`config.mk`:
```
export PLATFORM = sky130hd
export DESIGN_NAME = serial_tx
export DESIGN_NICKNAME = d
export VERILOG_FILES = /design/src/rtl/serial_pkg.sv /design/src/rtl/tx_bsc.sv /design/src/rtl/serial_tx.sv
export SDC_FILE = /design/constraint.sdc
export NUM_CORES = 1
export LEC_CHECK = 0
export BUFFER_PORTS_ARGS = -buffer_cell sky130_fd_sc_hd__buf_4
export CORE_AREA = 5 5 61 63
export DETAILED_ROUTE_END_ITERATION = 10
export DIE_AREA = 0 0 66 68
export MAX_ROUTING_LAYER = met4
export REMOVE_ABC_BUFFERS = 1
export SYNTH_ARGS = -nofsm -noshare
export SYNTH_HDL_FRONTEND = slang
export SYNTH_SLANG_ARGS = --single-unit
export TNS_END_PERCENT = 10
```
`constraint.sdc`:
```
create_clock -name clk -period 3.3 [get_ports clk]
set_input_delay 0.165 -clock clk [delete_from_list [all_inputs] [get_ports clk]]
set_output_delay 0.165 -clock clk [all_outputs]
set_load 0.005 [all_outputs]
```
`src/rtl/serial_pkg.sv`:
```
// Shared types and frame-size helpers for the serial transmit and receive blocks.
package serial_pkg;

  typedef enum logic {IDLE, SEND} tx_state_t;

  localparam int DEF_DATA_BITS  = 8;
  localparam int DEF_OVERSAMPLE = 16;

  // Start + data + optional parity + stop.
  function automatic int frame_bits(input int data_bits, input int parity_en);
    return data_bits + 2 + parity_en;
  endfunction

endpackage

```
`src/rtl/tx_bsc.sv`:
```
// Bit-sample counter: paces each serial bit to OVERSAMPLE clock cycles.
module tx_bsc
  import serial_pkg::*;
#(
  parameter int OVERSAMPLE = DEF_OVERSAMPLE
) (
  input  logic clk,
  input  logic reset,
  input  logic enable,
  output logic bit_done
);

  localparam int CW = $clog2(OVERSAMPLE);
  localparam logic [CW-1:0] LAST = CW'(OVERSAMPLE - 1);

  logic [CW-1:0] sample_cnt;

  // Held at zero outside a frame so every bit starts on a clean count.
  always_ff @(posedge clk) begin
    if (reset) begin
      sample_cnt <= '0;
    end else if (!enable) begin
      sample_cnt <= '0;
    end else if (sample_cnt == LAST) begin
      sample_cnt <= '0;
    end else begin
      sample_cnt <= sample_cnt + 1'b1;
    end
  end

  assign bit_done = enable && (sample_cnt == LAST);

endmodule

```
`src/rtl/serial_tx.sv`:
```
// Serial character transmitter: start, LSB-first data, optional even parity, stop.
module serial_tx
  import serial_pkg::*;
#(
  parameter int DATA_BITS  = DEF_DATA_BITS,
  parameter int OVERSAMPLE = DEF_OVERSAMPLE,
  parameter int PARITY_EN  = 1
) (
  input  logic                 clk,
  input  logic                 reset,
  input  logic                 load,
  input  logic [DATA_BITS-1:0] data_in,
  output logic                 tx_out,
  output logic                 busy,
  output logic                 char_sent
);

  localparam int FRAME_BITS = frame_bits(DATA_BITS, PARITY_EN);
  localparam logic [3:0] LAST_BIT = 4'(FRAME_BITS - 1);

  tx_state_t             state, state_next;
  logic [FRAME_BITS-1:0] frame, frame_next;
  logic [3:0]            bit_cnt, bit_cnt_next;
  logic                  tx_reg, tx_next;
  logic                  busy_reg, busy_next;
  logic                  sent_reg, sent_next;
  logic                  bit_done;

  function automatic logic [FRAME_BITS-1:0] build_frame(input logic [DATA_BITS-1:0] d);
    logic [FRAME_BITS-1:0] f;
    f = '1;
    f[0] = 1'b0;
    f[DATA_BITS:1] = d;
    if (PARITY_EN != 0) f[DATA_BITS+1] = ^d;
    return f;
  endfunction

  tx_bsc #(.OVERSAMPLE(OVERSAMPLE)) u_bsc (
    .clk      (clk),
    .reset    (reset),
    .enable   (state == SEND),
    .bit_done (bit_done)
  );

  always_ff @(posedge clk) begin
    if (reset) begin
      state    <= IDLE;
      frame    <= '0;
      bit_cnt  <= '0;
      tx_reg   <= 1'b1;
      busy_reg <= 1'b0;
      sent_reg <= 1'b0;
    end else begin
      state    <= state_next;
      frame    <= frame_next;
      bit_cnt  <= bit_cnt_next;
      tx_reg   <= tx_next;
      busy_reg <= busy_next;
      sent_reg <= sent_next;
    end
  end

  // Outputs lag the state by one register stage; a registered busy still high
  // while IDLE marks the cycle the last stop bit finishes.
  always_comb begin
    state_next   = state;
    frame_next   = frame;
    bit_cnt_next = bit_cnt;
    tx_next      = 1'b1;
    busy_next    = 1'b0;
    sent_next    = 1'b0;
    case (state)
      IDLE: begin
        sent_next = busy_reg;
        if (load && !busy_reg) begin
          frame_next   = build_frame(data_in);
          bit_cnt_next = '0;
          state_next   = SEND;
        end
      end
      SEND: begin
        tx_next   = frame[0];
        busy_next = 1'b1;
        if (bit_done) begin
          frame_next = {1'b1, frame[FRAME_BITS-1:1]};
          if (bit_cnt == LAST_BIT) begin
            bit_cnt_next = '0;
            state_next   = IDLE;
          end else begin
            bit_cnt_next = bit_cnt + 1'b1;
          end
        end
      end
      default: state_next = IDLE;
    endcase
  end

  assign tx_out    = tx_reg;
  assign busy      = busy_reg;
  assign char_sent = sent_reg;

endmodule
```
==> flow_metrics.py, run 1 <==
metrics = {
    "clocking": {
        "clkLatencyLatePin_ns": 0.31,
        "cts_sinks": 23,
        "postCtsSetupBuffers": 0,
        "cts.clk_slew.worst_paths_ns": 0.13,
        "holdBufCountCts": 0,
        "clockBufferDepth": 2,
        "cts_buffers": 3,
        "cts-resized-gates": 0,
        "cts-root-buf": "clkbuf_4",
        "cts_tree": "yes",
        "htree_levels": 1,
    },
    "critical_path": {
        "cp_top_family": "flip-flops",
        "r2r-start": "state$_SDFF_PP0_",
        "rr_worst_depth": 4,
        "rrSetupSlack_ns": 1.52,
        "endpoint_kind": "flop",
        "required_ns": 3.53,
        "crit_start": "state$_SDFF_PP0_",
        "critPathKind": "flop to flop",
        "start_kind": "flop",
        "slowest_delay_ns": 0.85,
        "crit_buf_inv": 0,
        "cp_cell_sequence": "nand4_4, o21ai_4, nor2_1, a211oi_1",
        "crit_arrival_ns": 2.01,
        "critPathMaxFanout": 18,
        "r2r_end": "frame[6]$_SDFFE_PP0P_",
        "cpMaxStageDelayCell": "dfxtp_1",
    },
    "floorplanning": {
        "die-width_um": 66,
        "die_y_um": 68,
        "core-area_um2": 3180,
        "io_pins": 14,
        "start_util_pct": 33.1,
        "rows": 21,
        "dieArea_um2": 4490,
    },
    "cells_and_area": {
        "nets": 138,
        "largest_reg_flops": 11,
        "final_cell_mix": "dfxtp_1, nor2_1, buf_4",
        "n_fill_cell": 323,
        "regMostFlops": "frame",
        "drive_gt1_share_pct": 15.4,
        "largestRegisters": "frame x11, bit_cnt x4, u_bsc.sample_cnt x4",
        "final_common_cell": "dfxtp_1",
        "area_growth_pct": 14.3,
        "diodes": 0,
    },
    "synthesis": {
        "synth_compound_area_share_pct": 14.5,
        "yosysUniqueCellTypes": 32,
        "synthSimpleGateAreaFrac_pct": 19.1,
        "avgSynthCellArea_um2": 9.48,
        "async_reset_ff_share_pct": 0,
        "ys_ff_latch": 23,
        "yosysSeqAreaShare_pct": 43.8,
        "synth_area_um2": 1050,
        "yosysWarnings": 0,
        "synth_xor_area_share_pct": 6.66,
        "synthCells": 111,
        "synth_enable_flop_cells": 0,
        "muxShareOfSynthArea_pct": 7.61,
        "synth_top_family_by_area": "simple AND/OR/NAND/NOR gates",
        "synthAdderAreaFrac_pct": 3.57,
        "ys.flop_type": "dfxtp_1",
    },
    "timing": {
        "slew_viol_final": 0,
        "finalSetupTns_ns": 0,
        "finalSetupViolCount": 0,
        "fin_crit_ns": 1.78,
        "tightest_slew_ns": 0.776,
        "finalHoldViolCount": 0,
        "fmax_mhz": 562,
        "finalCritPeriodShare_pct": 54.0,
        "rsz0062_at_grt": "no",
        "max_slew_margin_pct": 48.2,
        "setup_slack_ns": 1.52,
        "skew_ns": 0.00789,
    },
    "routing": {
        "vias": 820,
        "drtPass1Iterations": 4,
        "drc": 0,
        "ant_nets": 0,
        "drt-total-wl_um": 1920,
        "first_iter_violations": 74,
        "vias_per_cell": 4.85,
        "wl_per_cell_um": 11.4,
    },
    "run_status": {
        "status": "completed",
    },
    "global_routing": {
        "grt_max_degree": 19,
        "grt_usage_pct": 9.48,
        "antenna_found_initial": 0,
        "grt_pass1_wl_um": 3190,
        "grt_pass1_vias": 744,
        "overflow": 0,
    },
    "min_path": {
        "whs_path_depth": 2,
        "hold_path_class": "input port to flop",
        "hp-start": "reset",
        "worstHoldEndpoint": "bit_cnt[3]$_SDFFE_PP0P_",
    },
    "power": {
        "p_leak_nw": 0.473,
        "peakVddDrop_mv": 0.0939,
        "power_per_cell_area_nw_per_um2": 422,
    },
    "place": {
        "hpwl_um": 1450,
        "place_ws_ns": 1.54,
        "port_buffers": 13,
        "gp_congestion": 0.751,
    },
    "flow_run": {
        "cap_violations": 0,
    },
}
==> cells in the mapped netlist, types with 2 or more instances <==
master     n  area (um2)
nand2_1    3        11.3
mux2i_1    8        80.1
a211oi_1   8        60.1
o21ai_0    2        10.0
ha_1       3        37.5
and3_1     2        12.5
nor3_1     2        10.0
a31oi_1    2        12.5
xor2_1     2        17.5
or3_1      2        12.5
nor2_1    17        63.8
xnor2_1    6        52.6
nand3_1    4        20.0
inv_1      5        18.8
a21oi_1    5        25.0
clkbuf_1   2        7.51
dfxtp_1   23         460
==> layout make-up <==
| cell class | instances | area, um2 | area share, % |
|---|---|---|---|
| timing repair buffer | 13 | 97.6 | 8.12 |
| tap | 46 | 57.6 | 4.79 |
| sequential | 23 | 460 | 38.3 |
| clock buffer | 4 | 26.3 | 2.19 |
| multi-input combinational | 78 | 542 | 45.1 |
| inverter | 5 | 18.8 | 1.56 |
==> metrics by stage <==
| step | hold slack, ns | std cells | power [mW] | util (%) | instance area [um2] |
|---|---|---|---|---|---|
| final | 0.145 | 169 | 0.508 | 37.8 | 1200 |
| after CTS | 0.142 | 169 | 0.514 | 37.8 | 1200 |
| after detailed placement | 0.438 | 165 | 0.384 | 37.0 | 1180 |
| after global routing | 0.146 | 169 | 0.532 | 37.8 | 1200 |
| after global placement | 0.433 | 165 | 0.381 | 37.0 | 1180 |
| after floorplan | 0.234 | 106 | 0.355 | - | 1020 |
==> logic make-up after synthesis <==
| group | count (synthesis) |
|---|---|
| buffers and inverters | 10 |
| flip-flops | 23 |
| AO/OA/AOI/OAI | 22 |
| AND/OR/NAND/NOR | 37 |
| adder cells (fa/ha/maj) | 3 |
| multiplexers | 8 |
| XOR/XNOR | 8 |
==> how the worst max path moves through the flow <==
| stage | endpoint | slack, ns | cells past startpoint |
|---|---|---|---|
| final | frame[6]$_SDFFE_PP0P_ | 1.52 | 4 |
| after global routing | frame[6]$_SDFFE_PP0P_ | 1.36 | 4 |
| after CTS | frame[6]$_SDFFE_PP0P_ | 1.51 | 4 |
| after detailed placement | bit_cnt[2]$_SDFFE_PP0P_ | 1.54 | 4 |
| after global placement | bit_cnt[2]$_SDFFE_PP0P_ | 1.64 | 4 |
| after floorplan | bit_cnt[3]$_SDFFE_PP0P_ | 1.77 | 3 |
==> power breakdown <==
group          switching [mW]  internal, mW  leakage [nW]
clock network          0.0840        0.0472        0.0150
logic                  0.0341        0.0365         0.270
registers              0.0134         0.293         0.188
==> routing by layer <==
| layer | global-route usage, % | part of all wire [%] | vias to the layer above |
|---|---|---|---|
| met5 | - | 0 | - |
| met4 | 6.09 | 1.1 | 0 |
| met1 | 11.1 | 45 | 387 |
| met2 | 15.5 | 51 | 14 |
| li1 | - | - | 416 |
| met3 | 0.985 | 2.9 | 3 |
Note: power is estimated with default switching activity, not from simulation.
==> run 2: changes to the inputs <==
- clock period: 3.3 -> 1.42 ns (I/O delays scaled with it)
==> run 2 against run 1 <==
  * Non-clock buffer count up 7
  * Worst setup slack worse by 1.4 ns
  * Clock power up 130%
  * Sequential share of layout area down 2.1 points
  * First-iteration DRC count down 32%
  * Sequential power up 130%
==> flow_metrics.py, run 2 (same netlist as run 1, synthesis figures left out) <==
metrics = {
    "timing": {
        "tightest_slew_ns": 0.392,
        "fin_crit_ns": 1.33,
        "holdWs_ns": 0.0424,
        "finalHoldViolCount": 0,
        "fmax_mhz": 755,
        "slew_viol_final": 0,
        "max_slew_margin_pct": 73.8,
        "finalCritPeriodShare_pct": 93.3,
        "skew_ns": 0.00715,
        "setup_slack_ns": 0.0949,
        "finalSetupViolCount": 0,
        "rsz0062_at_grt": "no",
    },
    "critical_path": {
        "required_ns": 1.67,
        "crit_arrival_ns": 1.57,
        "r2r-start": "u_bsc.sample_cnt[0]$_SDFF_PP0_",
        "critPathMaxFanout": 8,
        "r2r_end": "bit_cnt[3]$_SDFFE_PP0P_",
        "rr_worst_depth": 4,
        "critPathKind": "flop to flop",
        "crit_start": "u_bsc.sample_cnt[0]$_SDFF_PP0_",
        "start_kind": "flop",
        "endpoint_kind": "flop",
        "rrSetupSlack_ns": 0.09,
    },
    "floorplanning": {
        "die_y_um": 68,
        "start_util_pct": 33.1,
        "die-width_um": 66,
        "io_pins": 14,
        "dieArea_um2": 4490,
        "core-area_um2": 3180,
        "rows": 21,
    },
    "clocking": {
        "clockBufferDepth": 2,
        "clkLatencyLatePin_ns": 0.31,
        "cts_sinks": 23,
        "cts_buffers": 3,
        "cts_tree": "yes",
        "holdBufCountCts": 0,
        "htree_levels": 1,
        "cts-root-buf": "clkbuf_4",
        "cts.clk_slew.worst_paths_ns": 0.13,
    },
    "power": {
        "peakVddDrop_mv": 0.285,
        "clkPwrFrac_pct": 25.1,
        "power_frac_comb_pct": 16.5,
        "p_int_mw": 0.890,
        "seqPwrFrac_pct": 58.4,
        "switching_power_mw": 0.315,
        "p_sw_share_pct": 26.2,
        "p_leak_nw": 0.516,
        "power_per_cell_area_nw_per_um2": 939,
        "power.total_mw": 1.20,
    },
    "cells_and_area": {
        "fin_util_pct": 40.4,
        "final_cell_mix": "dfxtp_1, buf_4, nor2_1",
        "n_fill_cell": 337,
        "regMostFlops": "frame",
        "largestRegisters": "frame x11, bit_cnt x4, u_bsc.sample_cnt x4",
        "diodes": 0,
        "area_growth_pct": 22.0,
        "final_area_um2": 1280,
        "largest_reg_flops": 11,
        "nets": 146,
        "drive_gt1_share_pct": 26.0,
    },
    "global_routing": {
        "grt_max_degree": 19,
        "grt_pass1_vias": 775,
        "grt_pass1_wl_um": 3220,
        "antenna_found_initial": 0,
        "grt_usage_pct": 9.37,
        "overflow": 0,
    },
    "routing": {
        "vias_per_cell": 4.76,
        "drc": 0,
        "drt-total-wl_um": 2000,
        "drtPass1Iterations": 4,
        "vias": 843,
        "first_iter_violations": 50,
        "ant_nets": 0,
        "wl_per_cell_um": 11.3,
    },
    "min_path": {
        "whs_path_depth": 2,
        "hold_path_class": "input port to flop",
        "worstHoldEndpoint": "frame[8]$_SDFFE_PP0P_",
        "hp-start": "reset",
    },
    "place": {
        "hpwl_um": 1420,
        "placed_cell_area_um2": 1210,
        "port_buffers": 13,
        "place_ws_ns": 0.0599,
        "gp_congestion": 0.739,
    },
    "flow_run": {
        "cap_violations": 0,
    },
    "run_status": {
        "status": "completed",
    },
}
==> run 2: worst max-delay path by stage <==
stage / slack [ns] / cells past startpoint / to
3_5_place_dp: 0.06 / 5 / frame[8]$_SDFFE_PP0P_
5_1_grt: 0.009 / 6 / bit_cnt[2]$_SDFFE_PP0P_
3_3_place_gp: 0.10 / 4 / bit_cnt[3]$_SDFFE_PP0P_
2_1_floorplan: -0.11 / 3 / bit_cnt[3]$_SDFFE_PP0P_
6_report: 0.09 / 4 / bit_cnt[3]$_SDFFE_PP0P_
4_1_cts: 0.03 / 5 / frame[8]$_SDFFE_PP0P_
==> run 2: per-stage QoR <==
stage / std cells / setup TNS (ns)
floorplan: 106 / -0.711
global placement: 169 / 0
detailed placement: 169 / 0
finish: 177 / 0
global route: 177 / 0
CTS: 173 / 0
==> run 2: timing repair <==
action / CTS / global route
endpoints found under the hold margin: 0 / 0
setup endpoints to repair: 0 / 11
gates resized for setup: 0 / 8
setup buffers: 0 / 3
==> run 2: cell type report <==
class	count	area [um2]	share of cell area (%)
Clock inverter	1	5.00	0.390
Clock buffer	3	22.5	1.75
Tap cell	46	57.6	4.48
Inverter	5	18.8	1.46
Timing Repair Buffer	20	150	11.7
Multi-Input combinational cell	79	566	44.1
Sequential cell	23	464	36.2
==> run 2: metal layers <==
metal	vias to the layer above	wire length [um]	GRT usage, %
met4	0	44	4.57
met1	399	872	10.8
met5	-	0	-
met2	7	1060	16.3
li1	433	-	-
met3	4	22	0.985
==> run 2: power by group through the flow <==
stage | sequential, mW | combinational [mW] | clock [mW]
floorplan | 0.719 | 0.107 | 0
global placement | 0.715 | 0.178 | 0
detailed placement | 0.717 | 0.181 | 0
CTS | 0.702 | 0.181 | 0.312
global route | 0.710 | 0.221 | 0.336
finish | 0.704 | 0.199 | 0.302
==> run 2: critical path: stages, from the launching register on <==
cell and delay, ns:
dfxtp_1 0.36, ha_2 0.22, nand4_4 0.18, or3_1 0.35, a31oi_1 0.16
==> run 3: changes to the inputs <==
- CTS_BUF_LIST: unset -> sky130_fd_sc_hd__clkbuf_8
==> run 3 against run 2 <==
  * Non-clock buffer count unchanged
  * Total power increased by 8.3%
  * Wire length grew 3.3%
  * Global-route usage shrank 0.071 points
  * Combinational power about the same
  * Critical endpoint unchanged
  * Largest power group unchanged
==> flow_metrics.py, run 3 (same netlist as run 1, synthesis figures left out) <==
metrics = {
    "timing": {
        "tightest_slew_ns": 0.404,
        "fmax_mhz": 735,
        "fin_crit_ns": 1.36,
        "max_slew_margin_pct": 73.0,
        "finalCritPeriodShare_pct": 95.9,
        "slew_viol_final": 0,
        "finalHoldViolCount": 0,
        "finalSetupViolCount": 0,
        "finalSetupTns_ns": 0,
        "skew_ns": 0.00547,
    },
    "floorplanning": {
        "io_pins": 14,
        "core-area_um2": 3180,
        "die_y_um": 68,
        "start_util_pct": 33.1,
        "dieArea_um2": 4490,
        "rows": 21,
        "die-width_um": 66,
    },
    "global_routing": {
        "busiest_layer": "met2",
        "grt_pass1_vias": 787,
        "overflow": 0,
        "met2_usage_pct": 16.4,
        "grt_usage_pct": 9.29,
        "grt_pass1_wl_um": 3240,
        "antenna_found_initial": 0,
        "grtUsageMet3_pct": 0.985,
        "grt_use_met1_pct": 10.8,
        "grt_max_degree": 19,
    },
    "cells_and_area": {
        "regMostFlops": "frame",
        "largest_reg_flops": 11,
        "fin_util_pct": 41.2,
        "diodes": 0,
        "largestRegisters": "frame x11, bit_cnt x4, u_bsc.sample_cnt x4",
        "area_growth_pct": 24.6,
        "final_cell_mix": "dfxtp_1, buf_4, nor2_1",
        "nets": 146,
        "drive_gt1_share_pct": 25.2,
        "final_common_cell": "dfxtp_1",
        "n_fill_cell": 333,
    },
    "routing": {
        "wl_per_cell_um": 11.7,
        "drc": 0,
        "ant_nets": 0,
        "vias_per_cell": 4.73,
        "drt-total-wl_um": 2070,
        "first_iter_violations": 58,
        "vias": 837,
        "drtPass1Iterations": 4,
    },
    "flow_run": {
        "cap_violations": 0,
    },
    "clocking": {
        "htree_levels": 1,
        "clkLatencyLatePin_ns": 0.26,
        "cts_buffers": 3,
        "clockBufferDepth": 2,
        "cts.clk_slew.worst_paths_ns": 0.08,
        "cts_sinks": 23,
        "cts_tree": "yes",
        "cts-root-buf": "clkbuf_8",
    },
    "power": {
        "peakVddDrop_mv": 0.371,
        "power.total_mw": 1.30,
        "power_per_cell_area_nw_per_um2": 995,
        "p_leak_nw": 0.524,
    },
    "critical_path": {
        "cpMaxStageDelayCell": "dfxtp_1",
        "slowest_delay_ns": 0.40,
        "start_kind": "flop",
        "critPathMaxFanout": 8,
        "endpoint_kind": "flop",
        "cp_cell_sequence": "ha_4, nand4_4, or3_1, a31oi_1",
        "crit_arrival_ns": 1.55,
        "required_ns": 1.61,
        "critPathKind": "flop to flop",
    },
    "place": {
        "hpwl_um": 1420,
        "port_buffers": 13,
        "gp_congestion": 0.739,
    },
    "run_status": {
        "status": "completed",
    },
    "min_path": {
        "hold_path_class": "input port to flop",
    },
}
## run 3: final cells by class
cell class | count | area (um2) | share of cell area [%]
flip-flops and latches | 23 | 463 | 35.3
repair buffers | 20 | 150 | 11.5
clock inverters | 1 | 5.00 | 0.382
multi-input cells | 79 | 576 | 43.9
inverters | 5 | 18.8 | 1.43
well taps | 46 | 57.6 | 4.39
clock buffers | 3 | 41.3 | 3.15
## run 3: per-layer routing
metal  vias to the layer above  wire length, um
met3                         2               22
met4                         0               29
met5                         -                0
li1                        433                -
met1                       397              899
met2                         5             1120
## run 3: repair_timing
| action | in CTS | in global routing |
|---|---|---|
| setup endpoints to repair | 0 | 11 |
| hold buffers | 0 | 0 |
| buffers inserted | 0 | 3 |
| gates resized for setup | 0 | 8 |
## run 3: final timing paths
kind / startpoint / endpoint / slack [ns] / depth (start not counted)
max: u_bsc.sample_cnt[1]$_SDFF_PP0_ / bit_cnt[3]$_SDFFE_PP0P_ / 0.06 / 4
min: reset / frame[8]$_SDFFE_PP0P_ / 0.10 / 2
max reg2reg: u_bsc.sample_cnt[1]$_SDFF_PP0_ / bit_cnt[3]$_SDFFE_PP0P_ / 0.06 / 4
min reg2reg: frame[0]$_SDFFE_PP0P_ / tx_out$_SDFF_PP1_ / 0.46 / 1
## run 3: stage by stage
step	cell area [um2]	worst slack, ns	std cells	hold WS [ns]
6_report	1310	0.0588	177	0.102
5_1_grt	1310	-0.00520	177	0.109
4_1_cts	1250	0.0329	173	0.102
3_5_place_dp	1210	0.0599	169	0.382
3_3_place_gp	1210	0.104	169	0.381
2_1_floorplan	1020	-0.110	106	0.140
## run 3: critical path, delay by kind of cell (launching register included)
| family | cells | cell delay [ns] |
|---|---|---|
| DFF | 1 | 0.40 |
| and+or+nand+nor | 2 | 0.56 |
| adders and majority gates | 1 | 0.18 |
| AOI/OAI and AO/OA | 1 | 0.16 |
## run 3: power breakdown
part / leakage (nW) / switching [mW] / internal (mW)
combinational: 0.309 / 0.0962 / 0.105
sequential: 0.189 / 0.0246 / 0.680
clock: 0.0255 / 0.204 / 0.196
total: 0.524 / 0.325 / 0.980
